<file path="src/rtl/uart_rx.sv">
// 8N1 (or 8E1 with UART_RX_PARITY_EN) serial receiver with mid-bit sampling,
// a ready/acknowledge output register and framing/parity/overrun flags.
module uart_rx #(
    parameter int unsigned CLKS_PER_BIT = 434
) (
    input  logic       CLOCK_50,
    input  logic       Reset,
    input  logic       Serial_In,
    input  logic       Read_Ack,
    output logic [7:0] Data_Out,
    output logic       Data_Ready,
    output logic       Busy,
    output logic       Framing_Error,
    output logic       Parity_Error,
    output logic       Overrun
);
    localparam int unsigned CntW = (CLKS_PER_BIT > 1) ? $clog2(CLKS_PER_BIT) : 1;
    localparam logic [CntW-1:0] HalfLast = CntW'(CLKS_PER_BIT / 2 - 1);
    localparam logic [CntW-1:0] BitLast  = CntW'(CLKS_PER_BIT - 1);

    typedef enum logic [2:0] {
        StIdle,
        StStart,
        StData,
`ifdef UART_RX_PARITY_EN
        StParity,
`endif
        StStop,
        StWaitIdle
    } state_e;

    state_e          state_q, state_d;
    logic [1:0]      sync_q;
    logic            rx_s;
    logic [CntW-1:0] cnt_q, cnt_d;
    logic [2:0]      bit_q, bit_d;
    logic [7:0]      shift_q, shift_d;
    // Stop-sample outcome, registered so the outputs update one edge later.
    logic            ev_good_q, ev_good_d;
    logic            ev_ferr_q, ev_ferr_d;
    logic [7:0]      data_out_q;
    logic            data_ready_q, framing_error_q, overrun_q;
`ifdef UART_RX_PARITY_EN
    logic            par_err_q, par_err_d;
    logic            ev_perr_q, ev_perr_d;
    logic            parity_error_q;
`endif

    assign rx_s = sync_q[1];

    always_comb begin
        state_d   = state_q;
        cnt_d     = cnt_q + 1'b1;
        bit_d     = bit_q;
        shift_d   = shift_q;
        ev_good_d = 1'b0;
        ev_ferr_d = 1'b0;
`ifdef UART_RX_PARITY_EN
        par_err_d = par_err_q;
        ev_perr_d = 1'b0;
`endif
        unique case (state_q)
            StIdle: begin
                cnt_d = '0;
                if (!rx_s) state_d = StStart;
            end
            StStart: begin
                if (cnt_q == HalfLast) begin
                    cnt_d   = '0;
                    bit_d   = '0;
                    state_d = rx_s ? StIdle : StData;
                end
            end
            StData: begin
                if (cnt_q == BitLast) begin
                    cnt_d   = '0;
                    shift_d = {rx_s, shift_q[7:1]};
                    bit_d   = bit_q + 1'b1;
                    if (bit_q == 3'd7) begin
`ifdef UART_RX_PARITY_EN
                        state_d = StParity;
`else
                        state_d = StStop;
`endif
                    end
                end
            end
`ifdef UART_RX_PARITY_EN
            StParity: begin
                if (cnt_q == BitLast) begin
                    cnt_d     = '0;
                    par_err_d = ^{shift_q, rx_s};
                    state_d   = StStop;
                end
            end
`endif
            StStop: begin
                if (cnt_q == BitLast) begin
                    cnt_d = '0;
                    if (!rx_s) begin
                        ev_ferr_d = 1'b1;
                        state_d   = StWaitIdle;
                    end else begin
`ifdef UART_RX_PARITY_EN
                        ev_perr_d = par_err_q;
                        ev_good_d = !par_err_q;
`else
                        ev_good_d = 1'b1;
`endif
                        state_d   = StIdle;
                    end
                end
            end
            StWaitIdle: begin
                cnt_d = '0;
                if (rx_s) state_d = StIdle;
            end
            default: state_d = StIdle;
        endcase
    end

    always_ff @(posedge CLOCK_50 or posedge Reset) begin
        if (Reset) begin
            sync_q    <= 2'b11;
            state_q   <= StIdle;
            cnt_q     <= '0;
            bit_q     <= '0;
            shift_q   <= '0;
            ev_good_q <= 1'b0;
            ev_ferr_q <= 1'b0;
`ifdef UART_RX_PARITY_EN
            par_err_q <= 1'b0;
            ev_perr_q <= 1'b0;
`endif
        end else begin
            sync_q    <= {sync_q[0], Serial_In};
            state_q   <= state_d;
            cnt_q     <= cnt_d;
            bit_q     <= bit_d;
            shift_q   <= shift_d;
            ev_good_q <= ev_good_d;
            ev_ferr_q <= ev_ferr_d;
`ifdef UART_RX_PARITY_EN
            par_err_q <= par_err_d;
            ev_perr_q <= ev_perr_d;
`endif
        end
    end

    always_ff @(posedge CLOCK_50 or posedge Reset) begin
        if (Reset) begin
            data_out_q      <= 8'h00;
            data_ready_q    <= 1'b0;
            framing_error_q <= 1'b0;
            overrun_q       <= 1'b0;
`ifdef UART_RX_PARITY_EN
            parity_error_q  <= 1'b0;
`endif
        end else begin
            framing_error_q <= ev_ferr_q;
`ifdef UART_RX_PARITY_EN
            parity_error_q  <= ev_perr_q;
`endif
            if (ev_good_q) begin
                data_out_q   <= shift_q;
                data_ready_q <= 1'b1;
                // An ack landing with the new byte leaves Overrun untouched.
                if (data_ready_q && !Read_Ack) overrun_q <= 1'b1;
            end else if (Read_Ack && data_ready_q) begin
                data_ready_q <= 1'b0;
                overrun_q    <= 1'b0;
            end
        end
    end

    assign Data_Out      = data_out_q;
    assign Data_Ready    = data_ready_q;
    assign Busy          = (state_q != StIdle);
    assign Framing_Error = framing_error_q;
    assign Overrun       = overrun_q;
`ifdef UART_RX_PARITY_EN
    assign Parity_Error  = parity_error_q;
`else
    assign Parity_Error  = 1'b0;
`endif

endmodule

</file>
<file path="config.mk">
export PLATFORM = sky130hd
export DESIGN_NAME = uart_rx
export DESIGN_NICKNAME = d
export VERILOG_FILES = /design/src/rtl/uart_rx.sv
export SDC_FILE = /design/constraint.sdc
export NUM_CORES = 1
export LEC_CHECK = 0
export BUFFER_PORTS_ARGS = -buffer_cell sky130_fd_sc_hd__buf_2
export CORE_MARGIN = 2
export CORE_UTILIZATION = 57
export DETAILED_ROUTE_END_ITERATION = 10
export HOLD_SLACK_MARGIN = 0.03
export PLACE_DENSITY = 0.78
export SYNTH_ARGS = -nofsm -noshare
export SYNTH_HDL_FRONTEND = slang
export SYNTH_SLANG_ARGS = --single-unit
</file>
<file path="constraint.sdc">
create_clock -name CLOCK_50 -period 2.4 [get_ports CLOCK_50]
set_input_delay 0.48 -clock CLOCK_50 [delete_from_list [all_inputs] [get_ports CLOCK_50]]
set_output_delay 0.48 -clock CLOCK_50 [all_outputs]
set_load 0.1 [all_outputs]
</file>
## Yosys cells after proc, flatten, opt, wreduce, memory -nomap -nowiden

Cells that the tools add are included.

- Reduce and logical (&&, ||, !) cells: 13
- $add $sub $neg: 2
- Equality and inequality tests: 14
- Mux-type cells: 25

Operators with widths:

| kind | count |
|---|---|
| $mux 3 | 9 |
| $pmux 9 s3 | 1 |
| $mux 9 | 2 |
| $pmux 3 s5 | 1 |
| $ne 2x2->1 const B | 6 |
| $mux 1 | 10 |
| $add 9x1->9 const B | 1 |
| $eq 9x8->1 const B | 1 |
| $eq 9x9->1 const B | 1 |
| $eq 3x2->1 const B | 2 |
| $eq 3x3->1 const B | 2 |
| $pmux 3 s2 | 1 |
| $reduce_and 6->1 | 1 |
| $reduce_and 2->1 | 2 |
| $reduce_bool 2->1 | 2 |
| $reduce_or 2->1 | 2 |
| $add 3x1->3 const B | 1 |
| $eq 3x1->1 const B | 1 |
| $logic_not 3->1 | 1 |
| $reduce_and 3->1 | 1 |
| $reduce_bool 3->1 | 1 |
| $logic_and 1x1->1 | 2 |
| $mux 2 | 1 |
| $ne 2x1->1 const B | 1 |
| $logic_not 1->1 | 1 |

- Register bits: 38
- Output and inout port bits: 13
- Input bits: 4

## Longest topological paths before layout

- Depth in word-level cells: 4
- Depth in mapped cells: 7
- Gate-level depth less buffers: 6

## Worst setup path after synthesis

Ideal clock, no wire load.

- Path kind: reg2reg
- Start: register cnt_q[0]
- End: register state_q[0]
- Cell stages (with the launch flop): 7
- Clock period less this slack: 1803 ps
- Setup slack: 597 ps
- Arrival time: 1678 ps
- Path through: dfrtp_1 -> inv_1 -> ha_1 -> or4b_4 -> nor3_4 -> o22ai_1 -> mux2_4

- Longest elaborated chain between the ends: 3
- Elaborated cells on any way between the ends: 6

RTL lines:

| item | RTL line | RTL |
|---|---|---|
| from (decl) | 35 | `logic [CntW-1:0] cnt_q, cnt_d;` |
| from (signal assigned) | 138 | `cnt_q <= cnt_d;` |
| $eq 9x9->1 / $eq 9x8->1 (equally long branches) | 75, 98, 68 |  |
| $ne 2x2->1 (no source line) | -- |  |
| $reduce_and 6->1 (no source line) * | -- |  |
| to (signal assigned) | 125 | `state_q <= StIdle;` |
| to (signal assigned) | 137 | `state_q <= state_d;` |
| to (decl) | 32 | `state_e state_q, state_d;` |

Mark *: on every way between the ends. The rest lies on a longest branch, timed or not.
A chain may end at the register's enable or synchronous reset.

## Worst setup path after layout

- Start: register state_q[0]
- End: output port Busy

- Longest elaborated chain between the ends: 1

RTL lines:

| item | RTL line | RTL |
|---|---|---|
| $reduce_bool 3->1 | 178 | `assign Busy = (state_q != StIdle);` |
| to (decl) | 12 | `output logic Busy,` |

Every way passes these cells.

==> results.yml <==
clock_network:
  cts_resized: 0
  cts_num_sinks: 38
  clk_pin_slew_ps: 120
  root_buffer: "clkbuf_4"
  clk_latency_ps: 340
  cts_tree: "yes"
  htreeDepth: 2
  cts_setup_buffers: 0
  cts_buffers: 5
  hold_buffers: 0
  clockBufferDepth: 2
worst_hold_path:
  hp-class: "in2async"
critical_path:
  cp_max_fo: 9
  criticalPathCategory: "reg2out"
  end_kind: "output port"
  critPathArrivalTime_ps: 1480
  critPathLaunchType: "flip-flop"
  required_ps: 1920
synth:
  synth_area_leader_cell: "dfrtp_1"
  netlist_area_mm2: 0.00166
  synthFlopType: "dfrtp_1"
  netlist.area_leader.share_pct: 54.1
  ys_top_cells_by_area: "dfrtp_1, mux2_2, nor2_1"
  ys_types: 36
  synth-seq-cells: 38
  ys_warn_count: 0
  syn_nets: 149
  async_flop_share_pct: 100
  synth_cells: 140
  yosysSeqAreaShare_pct: 57.3
  synth-edff-count: 0
  syn-mean-instance-area_um2: 11.9
pwr:
  power_density_mw_per_mm2: 606
  p_sw_mw: 0.222
  p_seq_share_pct: 57.7
  swShare_pct: 19.9
  ir_worst_vdd_mv: 0.484
  p_clk_share_pct: 40.1
  leakage_nw: 0.970
  pwr-share-comb_pct: 2.2
  p_int_mw: 0.896
grt:
  grt_start_max_net_pins: 39
  use_met1_pct: 24.6
  grt_antenna_before_repair: 0
  grt.overflow.total: 0
  grt_pass1_wl_um: 4660
  gr-max-usage-layer: "met2"
  use_met3_pct: 4.69
  grt_pass1_vias: 1014
  grt.total_usage_pct: 19.1
  met2_usage_pct: 29.5
final_layout:
  drive_gt1_share_pct: 29.6
  finalInstanceArea_mm2: 0.00184
  mostFrequentLayoutCell: "dfrtp_1"
  layout_common_cells: "dfrtp_1, nor2_1, mux2_2, buf_2, nand2_1"
  final-instance-count-excl-fill: 190
  fillers: 207
  num-nets-final: 167
  antennaDiodeCount: 0
  area_delta_synth_final_pct: 10.8
floorplan:
  start_util_pct: 60.3
  die_area_mm2: 0.00337
  coreArea_mm2: 0.00276
  chipHeight_um: 58.0
  ios: 17
  die_x_um: 58.0
  row_count: 19
timing:
  final.period_utilization_pct: 81.7
  finalCriticalPeriod_ps: 1960
  hold_viol: 0
  fin_setup_tns_ps: 0
  rsz0062_at_grt: "no"
  skew_ps: 13.5
  setup_viol: 0
  maxSlewViolCount: 0
  fmax_ghz: 0.510
placed_design:
  io_buffers: 15
  place_inst: 182
  dp.final_hpwl_um: 1950
  routabilityCongestion: 0.784
  place_area_mm2: 0.00176
detailed_routing:
  viasPerCell: 5.46
  vias: 1038
  first_pass_iters: 4
  detail-route-antenna-nets: 0
  drt-total-wl_um: 2680
  post-route-drc-count: 0
  drt_iter0_markers: 21
  wl_per_cell_um: 14.1
status:
  outcome: "finished clean"
run:
  maxCapViolCount: 0
[worst paths after layout]
check / slack (ps) / cells past startpoint / endpoint / start
setup reg to reg: 470 / 6 / state_q[0] / cnt_q[0]
min in group CLOCK_50: 230 / 1 / sync_q[0] / Serial_In
max in group asynchronous: 1830 / 3 / sync_q[0] / Reset
setup / recovery: 440 / 2 / Busy / state_q[0]
hold / removal: 210 / 3 / Data_Ready / Reset
hold reg to reg: 360 / 0 / sync_q[1] / sync_q[0]
[state kept, by name (all words and copies together), names as in the netlist]
register / count
cnt_q: 9
Data_Out: 8
shift_q: 8
bit_q: 3
state_q: 3
sync_q: 2
Data_Ready: 1
Framing_Error: 1
Overrun: 1
ev_ferr_q: 1
ev_good_q: 1
[power groups by stage]
stage          registers (mW)  logic, mW  clock network, mW
2_1_floorplan           0.656     0.0195                  0
3_3_place_gp            0.657     0.0250                  0
3_5_place_dp            0.657     0.0258                  0
4_1_cts                 0.645     0.0258              0.462
5_1_grt                 0.645     0.0291              0.488
6_report                0.645     0.0246              0.448
[metal layers]
layer	routed length (um)	up-vias
li1	-	502
met1	1160	513
met2	1370	15
met3	81	8
met4	66	0
met5	0	-
[layout make-up]
| class | instances | area (um^2) | area share (%) |
|---|---|---|---|
| clock buffer | 7 | 55.1 | 2.99 |
| clock inverter | 1 | 30.0 | 1.63 |
| inverter | 8 | 30.0 | 1.63 |
| multi-input combinational | 88 | 647 | 35.1 |
| sequential | 38 | 953 | 51.7 |
| tap | 31 | 38.8 | 2.10 |
| timing repair buffer | 17 | 90.1 | 4.88 |
[per-stage QoR]
| step | power, mW | worst slack (ps) | hold WS (ps) | util [%] |
|---|---|---|---|---|
| after floorplan | 0.676 | 597 | 331 | - |
| after global placement | 0.682 | 560 | 343 | 63.8 |
| after detailed placement | 0.683 | 480 | 351 | 63.8 |
| after CTS | 1.13 | 425 | 218 | 66.9 |
| after global routing | 1.16 | 355 | 203 | 66.9 |
| final | 1.12 | 438 | 208 | 66.9 |
[cell usage after synthesis (all sizes together) (2+ instances only)]
library cell / n
a21o: 2
nor3: 4
nor3b: 2
xnor2: 5
mux2i: 2
nor2: 17
nand2: 9
a21oi: 4
dfrtp: 36
buf: 4
nand3: 4
clkbuf: 2
xor2: 2
mux2: 16
inv: 8
ha: 5
dfstp: 2
o21ai: 2
[worst max-delay path, stage by stage (launching register included)]
cell     delay (ps)
dfrtp_1         470
or3_1           380
buf_2           290
[kinds of logic (layout without fill, tap and decap cells)]
| group | Yosys count | after routing | synth area share (%) |
|---|---|---|---|
| adders and majority gates | 5 | 5 | 3.76 |
| DFF | 38 | 38 | 57.3 |
| buffers and inverters | 14 | 33 | 3.83 |
| other | 1 | 1 | 0.225 |
| and+or+nand+nor | 45 | 45 | 14.3 |
| muxes | 18 | 18 | 12.3 |
| xor gates and xnor gates | 7 | 7 | 3.68 |
| AOI/OAI and AO/OA | 12 | 12 | 4.66 |
Power figures use the tool's default switching activity.
